### src/rtl/vga_timing_gen.sv
// vga_timing_gen: 640x480@60 raster timing generator with latency-compensated
// pixel requests and a registered RGB565 display stage.
// Coordinates are issued PIX_LAT cycles ahead of the screen position so the
// pixel_data returned by the content controller lands on the matching pixel.
// PIX_LAT must stay within 1..H_SYNC+H_BACK so requests never cross a line.
module vga_timing_gen #(
    parameter int unsigned H_SYNC  = 96,
    parameter int unsigned H_BACK  = 48,
    parameter int unsigned H_DISP  = 640,
    parameter int unsigned H_FRONT = 16,
    parameter int unsigned V_SYNC  = 2,
    parameter int unsigned V_BACK  = 33,
    parameter int unsigned V_DISP  = 480,
    parameter int unsigned V_FRONT = 10,
    parameter int unsigned PIX_LAT = 2
) (
    input  logic        clk,
    input  logic        rstn,
    input  logic [15:0] pixel_data,
    output logic [10:0] pixel_xpos,
    output logic [10:0] pixel_ypos,
    output logic        vga_hs,
    output logic        vga_vs,
    output logic        vga_de,
    output logic [15:0] vga_rgb,
    output logic        frame_start
);

    localparam int unsigned CNT_W   = 11;
    localparam int unsigned AHD_W   = CNT_W + 1;
    localparam int unsigned RGB_W   = 16;
    localparam int unsigned H_TOTAL = H_SYNC + H_BACK + H_DISP + H_FRONT;
    localparam int unsigned V_TOTAL = V_SYNC + V_BACK + V_DISP + V_FRONT;
    localparam int unsigned HA      = H_SYNC + H_BACK;
    localparam int unsigned VA      = V_SYNC + V_BACK;
    localparam int unsigned H_END   = HA + H_DISP;
    localparam int unsigned V_END   = VA + V_DISP;

    logic [CNT_W-1:0] r_h_cnt;
    logic [CNT_W-1:0] r_v_cnt;
    logic             r_hs;
    logic             r_vs;
    logic             r_de;
    logic [RGB_W-1:0] r_rgb;
    logic             r_fs;

    logic             w_h_last;
    logic             w_v_last;
    logic             w_v_act;
    logic             w_h_act;
    logic             w_de;
    logic             w_req;
    logic [AHD_W-1:0] w_h_ahead;

    // Counter decodes
    assign w_h_last = (r_h_cnt == CNT_W'(H_TOTAL - 1));
    assign w_v_last = (r_v_cnt == CNT_W'(V_TOTAL - 1));
    assign w_v_act  = (r_v_cnt >= CNT_W'(VA)) && (r_v_cnt < CNT_W'(V_END));
    assign w_h_act  = (r_h_cnt >= CNT_W'(HA)) && (r_h_cnt < CNT_W'(H_END));
    assign w_de     = w_v_act && w_h_act;

    // Column the request targets: current position advanced by the pixel latency
    assign w_h_ahead = AHD_W'(r_h_cnt) + AHD_W'(PIX_LAT);
    assign w_req     = w_v_act && (w_h_ahead >= AHD_W'(HA)) && (w_h_ahead < AHD_W'(H_END));

    // Zero-latency coordinate requests decoded from the counters
    assign pixel_xpos = w_req   ? CNT_W'(w_h_ahead - AHD_W'(HA)) : '0;
    assign pixel_ypos = w_v_act ? (r_v_cnt - CNT_W'(VA))         : '0;

    // Horizontal / vertical raster counters
    always_ff @(posedge clk or negedge rstn) begin
        if (!rstn) begin
            r_h_cnt <= '0;
            r_v_cnt <= '0;
        end else if (w_h_last) begin
            r_h_cnt <= '0;
            r_v_cnt <= w_v_last ? '0 : r_v_cnt + CNT_W'(1);
        end else begin
            r_h_cnt <= r_h_cnt + CNT_W'(1);
        end
    end

    // Display stage: syncs, enable, blanked pixel and frame marker one cycle after the counters
    always_ff @(posedge clk or negedge rstn) begin
        if (!rstn) begin
            r_hs  <= 1'b1;
            r_vs  <= 1'b1;
            r_de  <= 1'b0;
            r_rgb <= '0;
            r_fs  <= 1'b0;
        end else begin
            r_hs  <= (r_h_cnt >= CNT_W'(H_SYNC));
            r_vs  <= (r_v_cnt >= CNT_W'(V_SYNC));
            r_de  <= w_de;
            r_rgb <= w_de ? pixel_data : '0;
            r_fs  <= (r_h_cnt == '0) && (r_v_cnt == '0);
        end
    end

    assign vga_hs      = r_hs;
    assign vga_vs      = r_vs;
    assign vga_de      = r_de;
    assign vga_rgb     = r_rgb;
    assign frame_start = r_fs;

endmodule
### config.mk
export PLATFORM = sky130hd
export DESIGN_NAME = vga_timing_gen
export DESIGN_NICKNAME = d
export VERILOG_FILES = /design/src/rtl/vga_timing_gen.sv
export SDC_FILE = /design/constraint.sdc
export NUM_CORES = 1
export LEC_CHECK = 0
export BUFFER_PORTS_ARGS = -buffer_cell sky130_fd_sc_hd__buf_2
export CAP_MARGIN = 20
export CELL_PAD_IN_SITES_DETAIL_PLACEMENT = 0
export CELL_PAD_IN_SITES_GLOBAL_PLACEMENT = 1
export CORE_MARGIN = 2
export CORE_UTILIZATION = 36
export DETAILED_ROUTE_END_ITERATION = 6
export GPL_TIMING_DRIVEN = 0
export HOLD_SLACK_MARGIN = 0.1
export PLACE_DENSITY_LB_ADDON = 0.1
export SLEW_MARGIN = 20
export SYNTH_ARGS = -nofsm -noshare
export SYNTH_HDL_FRONTEND = slang
export SYNTH_SLANG_ARGS = --single-unit
### constraint.sdc
create_clock -name clk -period 2.31 [get_ports clk]
set_input_delay 0.3465 -clock clk [delete_from_list [all_inputs] [get_ports clk]]
set_output_delay 0.3465 -clock clk [all_outputs]
set_load 0.02 [all_outputs]
==> key figures, run 1 <==
Setup path
  • Kind of critical path: flop to output port
  • Crit path launch type: flop
  • CP max stage cell: dfrtp_2
  • Cells on worst reg2reg path: 10
  • WP data arrival: ~2.5 ns
  • CP Buf/Inv Count: 3
  • Largest stage delay, worst path: ~0.43 ns
  • CP top delay family: simple AND/OR/NAND/NOR gates
  • Required @ worst endpoint: about 2.0 ns
  • CP Cell Sequence: buf_6 -> nand3_4 -> or2_4 -> or3_4 -> a32o_2 -> o2111ai_4 -> buf_12 -> a21oi_2 -> buf_2
  • Worst-path fanout max: 7
  • CP Capture Type: output port
  • Worst path depth: 9

Power and ir drop
  • Sequential share of power: 54.7%
  • NetSw: about 270 µW
  • Logic pwr share: under 10%
  • Peak supply drop: 0.2992 mV
  • Sw Ratio: about a fifth
  • Total internal power: around 1.1 mW
  • Leak: 1.794 nW
  • PwrDens: 344.7 nW/µm²
  • Clk pwr share: a little over two fifths

Job
  • Total of max-cap violations: 0

Place
  • DPL Wire Length: approximately 4500 µm
  • Port bufs: 59
  • Cell area after placement: 3128 µm²
  • Routability congestion estimate: between 0.7 and 0.8

Cells and area
  • Commonest cells after routing, fill and taps aside: buf_2, dfrtp_1, buf_6, buf_4
  • Final Util: about 57%
  • Area grow syn2layout: 53.00%
  • Diodes inserted: 0
  • Most common cell after layout, fill and taps aside: buf_2
  • Proportion of layout cells with a drive suffix above 1: 46.11%
  • Finished Cell Area: roughly 4000 µm²
  • Final net count: approximately 400

Global routing
  • Vias in the first global route: 2219
  • GR Overflow Total: 0
  • Largest net degree at the start of global routing: 43
  • First-pass GRT wire length: between 10000 and 15000 µm
  • Global Route Usage Sum: 18.46%
  • Antenna violations before repair: 0

Yosys
  • Post-synth top area cell: dfrtp_1
  • Distinct cells, synth: 50
  • Post-synth EDFFs: 0
  • Yosys warns: 0
  • Async SR Flop Fraction: 100.0%
  • Syn_nets: slightly above 300
  • Mapped Area: between 2000 and 3000 µm²
  • Top cells by area in the synthesized netlist: dfrtp_1, xnor2_1, nor2_1
  • Post-synth top area share: just under 40%
  • Synthesized flop and latch total: 42
  • Avg Cell Area, Syn: 9.122 µm²
  • Post-Synthesis Cells: between 200 and 300
  • Register area share after synthesis: 41.40%
  • Top_reg_cell synth: dfrtp_1

Detailed routing
  • DR vias/cell: about 5.0
  • Drt drc: 0
  • Final wirelength: between 6000 and 7000 µm
  • Final ANT Viol Nets: 0
  • 1st-pass router iterations: 4
  • Initial drt markers: between 70 and 80
  • Vias: between 2000 and 2500
  • Wire length per cell: 14.45 µm

Timing
  • Setup ws final: -0.4977 ns
  • Final number of setup-violating endpoints: 38
  • RSZ-0062 raised after global routing: yes
  • Final Cycle Share: 121.5%
  • Fin crit period: 2.808 ns
  • Worst Skew: roughly 0.010 ns
  • Max Freq: around 360 MHz
  • Relative max-transition margin: a little over a third
  • Final hold viol count: 0
  • Measured slew at the worst slew-check pin: 0.9567 ns
  • Final Max Slew Viols: 0

Clock network
  • TritonCTS clock tree: done
  • Clk_lat worst skew: about 0.30 ns
  • Sink Count: 42
  • Bufs on Longest Clock Path: 2
  • Clk slew on worst S/H paths: around 0.090 ns
  • Clock Tree Root: clkbuf_8
  • CTS buffer count: 5
  • H-Tree Depth: 2
  • Hold_buf cts: 0

Die
  • Core Area: between 6000 and 7000 µm²
  • Die area: 7758 µm²
  • Initial Util: 37.25%
  • Die X: approximately 90 µm
  • Num rows: 30
  • I/O pins: 60
  • Die Ht: 88.08 µm

Worst hold path
  • Tightest Hold Check Type: input port to async pin

Status
  • Status: complete, but fails checks
  • Failing checks: setup timing
-- registers in the layout, summed over array words and instances, names as in the netlist --
signal       cells
vga_rgb         16
r_h_cnt         11
r_v_cnt         11
frame_start      1
vga_de           1
vga_hs           1
vga_vs           1
-- per-stage QoR --
stage / hold slack, ns / setup WS [ns] / setup TNS (ns) / instances / total power [mW]
finish: 0.1925 / -0.4977 / -10.09 / 469 / 1.342
CTS: 0.2225 / -0.5366 / -9.954 / 466 / 1.363
floorplan: 0.05091 / -0.1328 / -0.7559 / 279 / 0.7496
global route: 0.2425 / -0.6088 / -14.35 / 469 / 1.401
detailed placement: 0.5503 / -0.4298 / -10.03 / 434 / 0.7769
global placement: 0.5522 / -0.4397 / -10.07 / 434 / 0.7771
-- power groups by stage --
stage,combinational (mW),sequential [mW],clock [mW]
6_report,0.0264,0.735,0.581
5_1_grt,0.0314,0.735,0.635
4_1_cts,0.0278,0.735,0.601
3_5_place_dp,0.0278,0.749,0
3_3_place_gp,0.0279,0.749,0
2_1_floorplan,0.000202,0.749,0
-- synth_stat cells (2+ instances only) --
cell type and n:
nand3_1 16, dfrtp_1 40, clkbuf_1 10, or3_1 3
nand3b_1 2, buf_6 2, a21oi_1 9, nand2b_1 4
inv_1 10, and2_1 17, mux2i_1 3, xor2_1 11
nor2b_1 3, and4_1 3, or2_2 3, ha_1 9
nor2_1 32, a21o_1 2, dfstp_2 2, nor3b_1 2
o21ai_0 10, and3_1 4, nand2_1 15, or4_1 2
buf_2 3, nor4_1 2, nor3_1 12, xnor2_1 18
nand4_1 7, o22ai_1 3
-- layer usage --
metal | track usage (%) | wire length, µm
met1 | 23.83 | 2887
met2 | 32.44 | 3657
met3 | 2.922 | 161
met4 | 4.545 | 68
met5 | 0 | 0
-- cells by family (layout without fill, tap and decap cells) --
| group | Yosys count | count (layout) | synth area share [%] |
|---|---|---|---|
| buffers and inverters | 27 | 121 | 4.769 |
| AOI/OAI and AO/OA | 36 | 36 | 10.08 |
| and+or+nand+nor | 133 | 133 | 28.17 |
| xor gates and xnor gates | 29 | 29 | 9.980 |
| adders and majority gates | 9 | 9 | 4.425 |
| muxes | 3 | 3 | 1.180 |
| DFF | 42 | 42 | 41.40 |
-- worst reg2reg max path, cell delays in order, from the launching register on --
cell and delay [ns]:
dfrtp_1 0.40, or3_4 0.40, a21o_1 0.19, nand4bb_4 0.23, buf_6 0.15, a31o_4 0.27, buf_6 0.13, a2111oi_4 0.17
buf_4 0.20, buf_6 0.12, and2_4 0.12
-- final cells by class --
type                       instances  area [µm²]
fill                             650        2938
multi-input combinational        210        1742
sequential                        42        1057
timing repair buffer              91       716.9
tap                               96       120.1
buffer                            12       110.1
clock buffer                       6       72.57
clock inverter                     2       37.54
inverter                          10       37.54
-- final timing paths --
kind                                         from               endpoint  slack [ns]
min in group clk                    pixel_data[5]   vga_rgb[5]$_DFF_PN0_        0.25
max                          r_h_cnt[1]$_DFF_PN0_          pixel_xpos[6]       -0.50
min                                          rstn  vga_rgb[15]$_DFF_PN0_        0.19
max in group asynchronous                    rstn   r_h_cnt[1]$_DFF_PN0_        1.45
min reg2reg                  r_h_cnt[0]$_DFF_PN0_   r_h_cnt[0]$_DFF_PN0_        0.58
max reg2reg                r_v_cnt[3]$_DFFE_PN0N_   vga_rgb[8]$_DFF_PN0_       -0.12
-- what timing repair did --
| item | CTS | global route |
|---|---|---|
| gates cloned | 2 | 0 |
| buffers inserted | 23 | 7 |
| pin swaps | 20 | 14 |
| hold endpoints to repair | 0 | 0 |
| gates resized for setup | 73 | 30 |
| setup endpoints to repair | 53 | 48 |
Note: power is estimated with default switching activity, not from simulation.
==> run 2: changes to the inputs <==
--- a/config.mk
+++ b/config.mk
@@ -9,7 +9,6 @@
 export CAP_MARGIN = 20
 export CELL_PAD_IN_SITES_DETAIL_PLACEMENT = 0
 export CELL_PAD_IN_SITES_GLOBAL_PLACEMENT = 1
-export CORE_MARGIN = 2
 export CORE_UTILIZATION = 36
 export DETAILED_ROUTE_END_ITERATION = 6
 export GPL_TIMING_DRIVEN = 0
==> constraint.sdc (replaced) <==
create_clock -name clk -period 2.31 [get_ports clk]
set_input_delay 0.462 -clock clk [delete_from_list [all_inputs] [get_ports clk]]
set_output_delay 0.462 -clock clk [all_outputs]
set_load 0.02 [all_outputs]
==> run 2 against run 1 <==
  * The flow still finishes with violations (setup timing)
  * Worst setup slack worse by 0.10 ns
  * Die area fell by 4.5%
  * Register-to-register slack lost 0.10 ns
  * Flip-flop and latch count stayed put
  * Utilization up 1.0 points
  * Routed wire length decreased by 2.4%
  * Hold slack better by 0.12 ns
  * Sequential power hardly changed
  * Cell count rose by 2.1%
==> key figures, run 2 (same netlist as run 1, synthesis figures left out) <==
Status
  • Status: complete, but fails checks
  • Failing checks: setup timing

Detailed routing
  • 1st-pass router iterations: 4
  • Wire length per cell: 13.81 µm
  • Final wirelength: between 6000 and 7000 µm
  • Vias: between 2000 and 2500
  • Initial drt markers: 93
  • DR vias/cell: 4.919
  • Final ANT Viol Nets: 0
  • Drt drc: 0

Power and ir drop
  • PwrDens: ~340 nW/µm²
  • Sequential share of power: between 50% and 60%
  • Leak: between 1.5 and 2 nW
  • Power, Total: approximately 1.4 mW
  • Logic pwr share: between 1.5 and 2%
  • Clk pwr share: 43.9%
  • Total internal power: 1.069 mW
  • NetSw: 286.8 µW
  • Sw Ratio: 21.16%
  • Peak supply drop: around 0.39 mV

Timing
  • Max Freq: 343.4 MHz
  • Setup ws final: -0.6024 ns
  • Final Max Slew Viols: 0
  • TNS Setup: -15.60 ns
  • Final hold viol count: 0
  • Relative max-transition margin: ~36%
  • Final Cycle Share: 126.1%
  • RSZ-0062 raised after global routing: yes
  • Final number of setup-violating endpoints: 39
  • Measured slew at the worst slew-check pin: 0.9575 ns
  • Fin crit period: 2.912 ns
  • Worst Skew: 0.002436 ns

Setup path
  • Crit path launch type: flop
  • WP data arrival: about 2.5 ns
  • Cells on worst reg2reg path: 11
  • Largest stage delay, worst path: 0.41 ns
  • CP Capture Type: output port
  • Worst-path fanout max: 8
  • Kind of critical path: flop to output port
  • CP Cell Sequence: or3_4 -> a21o_1 -> nand4bb_4 -> a31oi_4 -> o2111ai_4 -> buf_12 -> nor3b_4 -> buf_6
  • Required @ worst endpoint: 1.85 ns
  • CP max stage cell: dfrtp_1

Global routing
  • GR Overflow Total: 0
  • First-pass GRT wire length: around 11000 µm
  • Vias in the first global route: ~2300
  • Antenna violations before repair: 0
  • Largest net degree at the start of global routing: between 40 and 50
  • Global Route Usage Sum: about 20%

Cells and area
  • Commonest cells after routing, fill and taps aside: buf_2, dfrtp_1, buf_4, buf_6
  • Proportion of layout cells with a drive suffix above 1: a little under half
  • Finished Cell Area: about 3900 µm²
  • Most common cell after layout, fill and taps aside: buf_2
  • Final net count: 409
  • Area grow syn2layout: 54.87%
  • Max FFs per register: 16
  • Fillers: ~640
  • Diodes inserted: 0

Clock network
  • H-Tree Depth: 2
  • Clk slew on worst S/H paths: ~0.080 ns
  • Hold_buf cts: 0
  • Clk_lat worst skew: 0.29 ns
  • Bufs on Longest Clock Path: 2
  • Clock Tree Root: clkbuf_8
  • TritonCTS clock tree: done
  • CTS buffer count: 5
  • Sink Count: 42

Die
  • Num rows: 30
  • I/O pins: 60
  • Core Area: between 6000 and 7000 µm²
  • Die Ht: ~86 µm
  • Initial Util: around 37%
  • Die area: approximately 7400 µm²
  • Die X: ~86 µm

Place
  • Cell area after placement: 3196 µm²
  • DPL Wire Length: 4425 µm
  • Pre-CTS setup slack: -0.5326 ns
  • Routability congestion estimate: about 0.8
  • Port bufs: 59

Worst hold path
  • Tightest Hold Check Type: input port to async pin

Job
  • Total of max-cap violations: 0
## run 2: cell types whose count changed in the layout (fill, tap and decap cells not counted), sizes merged
cell	delta
buf	+10
clkinvlp	-1
clkbuf	-1
clkinv	+1
inv	+1
## run 2: what timing repair did
item                                    CTS  global route
buffers inserted                         35             5
gates resized for setup                  69            16
gates cloned                              2             0
pin swaps                                17             8
endpoints found under the hold margin     0             0
endpoints found under the setup margin   51            47
## run 2: cell type report
cell class / count / area (µm²) / area share, %
clock inverters: 3 / 43.79 / 1.111
repair buffers: 101 / 777.0 / 19.71
well taps: 96 / 120.1 / 3.048
inverters: 10 / 37.54 / 0.9524
flip-flops and latches: 42 / 1059 / 26.86
clock buffers: 5 / 68.82 / 1.746
multi-input cells: 210 / 1728 / 43.84
plain buffers: 12 / 107.6 / 2.730
## run 2: power groups by stage
stage,Combinational [mW],Sequential [mW],Clock (mW)
2_1_floorplan,0.000202,0.749,0
3_3_place_gp,0.0273,0.749,0
3_5_place_dp,0.0280,0.749,0
4_1_cts,0.0279,0.735,0.615
5_1_grt,0.0314,0.735,0.639
6_report,0.0262,0.735,0.595
## run 2: routing by layer
metal,part of all wire (%),track usage (%)
met1,45,24.68
met4,1.2,5.303
met5,0,0
met3,2.2,2.695
met2,52,34.99
## run 2: per-stage QoR
step                      std cells  utilization [%]  hold slack [ns]
after floorplan                 279                -           0.1664
after global placement          434            47.04           0.5485
after detailed placement        434            47.04           0.5563
after CTS                       477            56.94           0.3468
after global routing            479            58.01           0.3538
final                           479            58.01           0.3099
## run 2: path summary, 6_finish.rpt
path | from | to | slack, ns
setup / recovery | r_v_cnt[3]$_DFFE_PN0N_ | pixel_xpos[9] | -0.60
hold / removal | rstn | vga_rgb[12]$_DFF_PN0_ | 0.31
setup reg to reg | r_v_cnt[3]$_DFFE_PN0N_ | vga_rgb[4]$_DFF_PN0_ | -0.22
hold reg to reg | r_h_cnt[0]$_DFF_PN0_ | r_h_cnt[0]$_DFF_PN0_ | 0.57
max in group asynchronous | rstn | r_v_cnt[4]$_DFFE_PN0N_ | 1.35
min in group clk | pixel_data[8] | vga_rgb[8]$_DFF_PN0_ | 0.37
## run 2: critical path: cells and delay by family, from the launching register on
kind	cells	cell delay (ns)
buffers and inverters	2	0.32
DFF	1	0.41
and+or+nand+nor	3	0.81
AOI/OAI and AO/OA	3	0.61
==> run 3: changes to the inputs <==
--- a/config.mk
+++ b/config.mk
@@ -9,7 +9,7 @@
 export CAP_MARGIN = 20
 export CELL_PAD_IN_SITES_DETAIL_PLACEMENT = 0
 export CELL_PAD_IN_SITES_GLOBAL_PLACEMENT = 1
-export CORE_UTILIZATION = 36
+export CORE_UTILIZATION = 40
 export DETAILED_ROUTE_END_ITERATION = 6
 export GPL_TIMING_DRIVEN = 0
 export HOLD_SLACK_MARGIN = 0.1
==> constraint.sdc (replaced) <==
create_clock -name clk -period 3 [get_ports clk]
set_input_delay 0.45 -clock clk [delete_from_list [all_inputs] [get_ports clk]]
set_output_delay 0.45 -clock clk [all_outputs]
set_load 0.02 [all_outputs]
==> run 3 against run 2 <==
  * The flow now finishes without violations
  * Critical path depth fell by 1
  * Clock-buffer cell count rose by 2
  * Cell area fell by 13%
  * Die area fell by 9.8%
  * Flip-flop and latch count did not move
  * Clock power fell by 27%
  * Utilization fell by 1.2 points
  * Sequential power fell by 23%
  * Hold slack got worse by 0.028 ns
  * Routed wire length fell by 9.9%
  * Critical path type unchanged
  * Largest cell class unchanged
  * Highest routed layer unchanged
==> key figures, run 3 (same netlist as run 1, synthesis figures left out) <==
Power and ir drop
  • Leak: between 1.5 and 2 nW
  • PwrDens: 298.6 nW/µm²
  • Power, Total: between 1 and 1.5 mW
  • Peak supply drop: approximately 0.25 mV

Global routing
  • Vias in the first global route: 1924
  • Met2 Track Usage GR: between 20% and 30%
  • Met1 usage: about a quarter
  • Global Route Usage Sum: 18.42%
  • Met3 Resource Use GR: ~4.9%
  • Antenna violations before repair: 0
  • GR Overflow Total: 0
  • Largest net degree at the start of global routing: 43
  • First-pass GRT wire length: 9211 µm
  • GRT Max-Usage Layer: met2

Place
  • DPL Wire Length: around 4000 µm
  • Port bufs: 59
  • Inst Count DP: ~410
  • Cell area after placement: approximately 2900 µm²
  • Pre-CTS setup slack: -0.1355 ns
  • Routability congestion estimate: ~0.82

Setup path
  • CP max stage cell: dfrtp_2
  • Required @ worst endpoint: around 2.6 ns
  • Crit path launch type: flop
  • Worst-path fanout max: 8
  • CP Capture Type: output port
  • CP Cell Sequence: or3_4 -> a21o_4 -> nand4bb_4 -> a31oi_4 -> o2111ai_4 -> nor3b_2 -> buf_4
  • WP data arrival: between 2 and 2.5 ns
  • Kind of critical path: flop to output port
  • CP Buf/Inv Count: 1
  • Setup slack, reg-to-reg: ~0.42 ns
  • Largest stage delay, worst path: roughly 0.46 ns
  • CP top delay family: simple AND/OR/NAND/NOR gates
  • Worst Setup SP: r_v_cnt[4]$_DFFE_PN0N_
  • Reg2reg start: r_v_cnt[4]$_DFFE_PN0N_

Timing
  • RSZ-0062 raised after global routing: yes
  • Final hold viol count: 0
  • Final number of setup-violating endpoints: 0
  • Fin Hold WS: ~0.28 ns
  • Setup ws final: 0.08240 ns
  • Final Cycle Share: between 90% and 100%
  • Fin crit period: roughly 2.9 ns
  • Measured slew at the worst slew-check pin: about 0.90 ns
  • Worst Skew: around 0.012 ns
  • Max Freq: 342.7 MHz
  • Final Max Slew Viols: 0
  • Relative max-transition margin: 39.79%
  • TNS Setup: 0 ns

Job
  • Total of max-cap violations: 0

Cells and area
  • Most common cell after layout, fill and taps aside: buf_2
  • Proportion of layout cells with a drive suffix above 1: between 30 and 40%
  • Diodes inserted: 0
  • Filler-free cell count of the finished design: 438
  • Max FFs per register: 16
  • Area grow syn2layout: 34.51%
  • Commonest cells after routing, fill and taps aside: buf_2, dfrtp_1, nor2_1, buf_4, and2_1
  • Final net count: 389
  • Final Util: between 50 and 60%
  • Finished Cell Area: 3423 µm²
  • Fillers: roughly 570

Die
  • Core Area: between 6000 and 7000 µm²
  • Die Ht: between 80 and 90 µm
  • I/O pins: 60
  • Die X: between 80 and 90 µm
  • Num rows: 28
  • Die area: between 6000 and 7000 µm²
  • Initial Util: between 40 and 50%

Detailed routing
  • Vias: approximately 2300
  • DR vias/cell: between 5 and 6
  • Wire length per cell: around 14 µm
  • Final wirelength: ~6000 µm
  • 1st-pass router iterations: 4
  • Initial drt markers: 104
  • Drt drc: 0
  • Final ANT Viol Nets: 0

Clock network
  • Sink Count: 42
  • H-Tree Depth: 2
  • Clk_lat worst skew: approximately 0.29 ns
  • Clock Tree Root: clkbuf_8
  • Bufs on Longest Clock Path: 2
  • Clk slew on worst S/H paths: around 0.080 ns
  • TritonCTS clock tree: done
  • Hold_buf cts: 0
  • CTS buffer count: 5

Status
  • Status: finished, final reports clean

Worst hold path
  • Tightest Hold Check Type: input port to async pin
==> run 3: cell count changes in the layout (fill, tap and decap cells not counted), sizes merged <==
| cell | previous run | this run |
|---|---|---|
| buf | 106 | 86 |
| inv | 11 | 10 |
| clkbuf | 12 | 14 |
| clkinv | 1 | 0 |
==> run 3: final timing paths <==
kind,endpoint,cells past startpoint
worst max-delay path,pixel_xpos[9],7
worst min register to register,r_h_cnt[0]$_DFF_PN0_,1
worst min-delay path,vga_rgb[15]$_DFF_PN0_,1
worst max register to register,vga_rgb[12]$_DFF_PN0_,7
min in group clk,vga_rgb[2]$_DFF_PN0_,2
max in group asynchronous,r_h_cnt[2]$_DFF_PN0_,1
==> run 3: worst reg2reg max path: stages (launching register included) <==
cell and delay (ns):
dfrtp_2 0.46, or3_4 0.42, a21o_4 0.21, nand4bb_4 0.22, a31o_2 0.37, a2111oi_4 0.52, buf_6 0.20, and2_1 0.13
==> run 3: timing repair <==
item	in CTS	in global routing
resized for setup	24	30
setup endpoints to repair	21	12
pin swaps	3	12
buffers inserted	5	16
gates cloned	0	0
==> run 3: routing by layer <==
metal / vias up / wire, µm
met4: 0 / 53
met3: 4 / 353
li1: 1127 / -
met2: 76 / 2722
met1: 1047 / 2829
met5: - / 0
==> run 3: cell type report <==
| cell class | instances | area, µm² | share of cell area [%] |
|---|---|---|---|
| multi-input combinational | 210 | 1579 | 46.13 |
| inverter | 10 | 37.54 | 1.096 |
| tap | 75 | 93.84 | 2.741 |
| timing repair buffer | 80 | 457.9 | 13.38 |
| clock inverter | 1 | 30.03 | 0.8772 |
| clock buffer | 7 | 76.32 | 2.230 |
| buffer | 13 | 91.34 | 2.668 |
| sequential | 42 | 1057 | 30.88 |
==> run 3: power by group <==
group,switching [mW],internal (mW)
sequential,0,0.566
clock,0.188,0.249
combinational,0.0118,0.00764
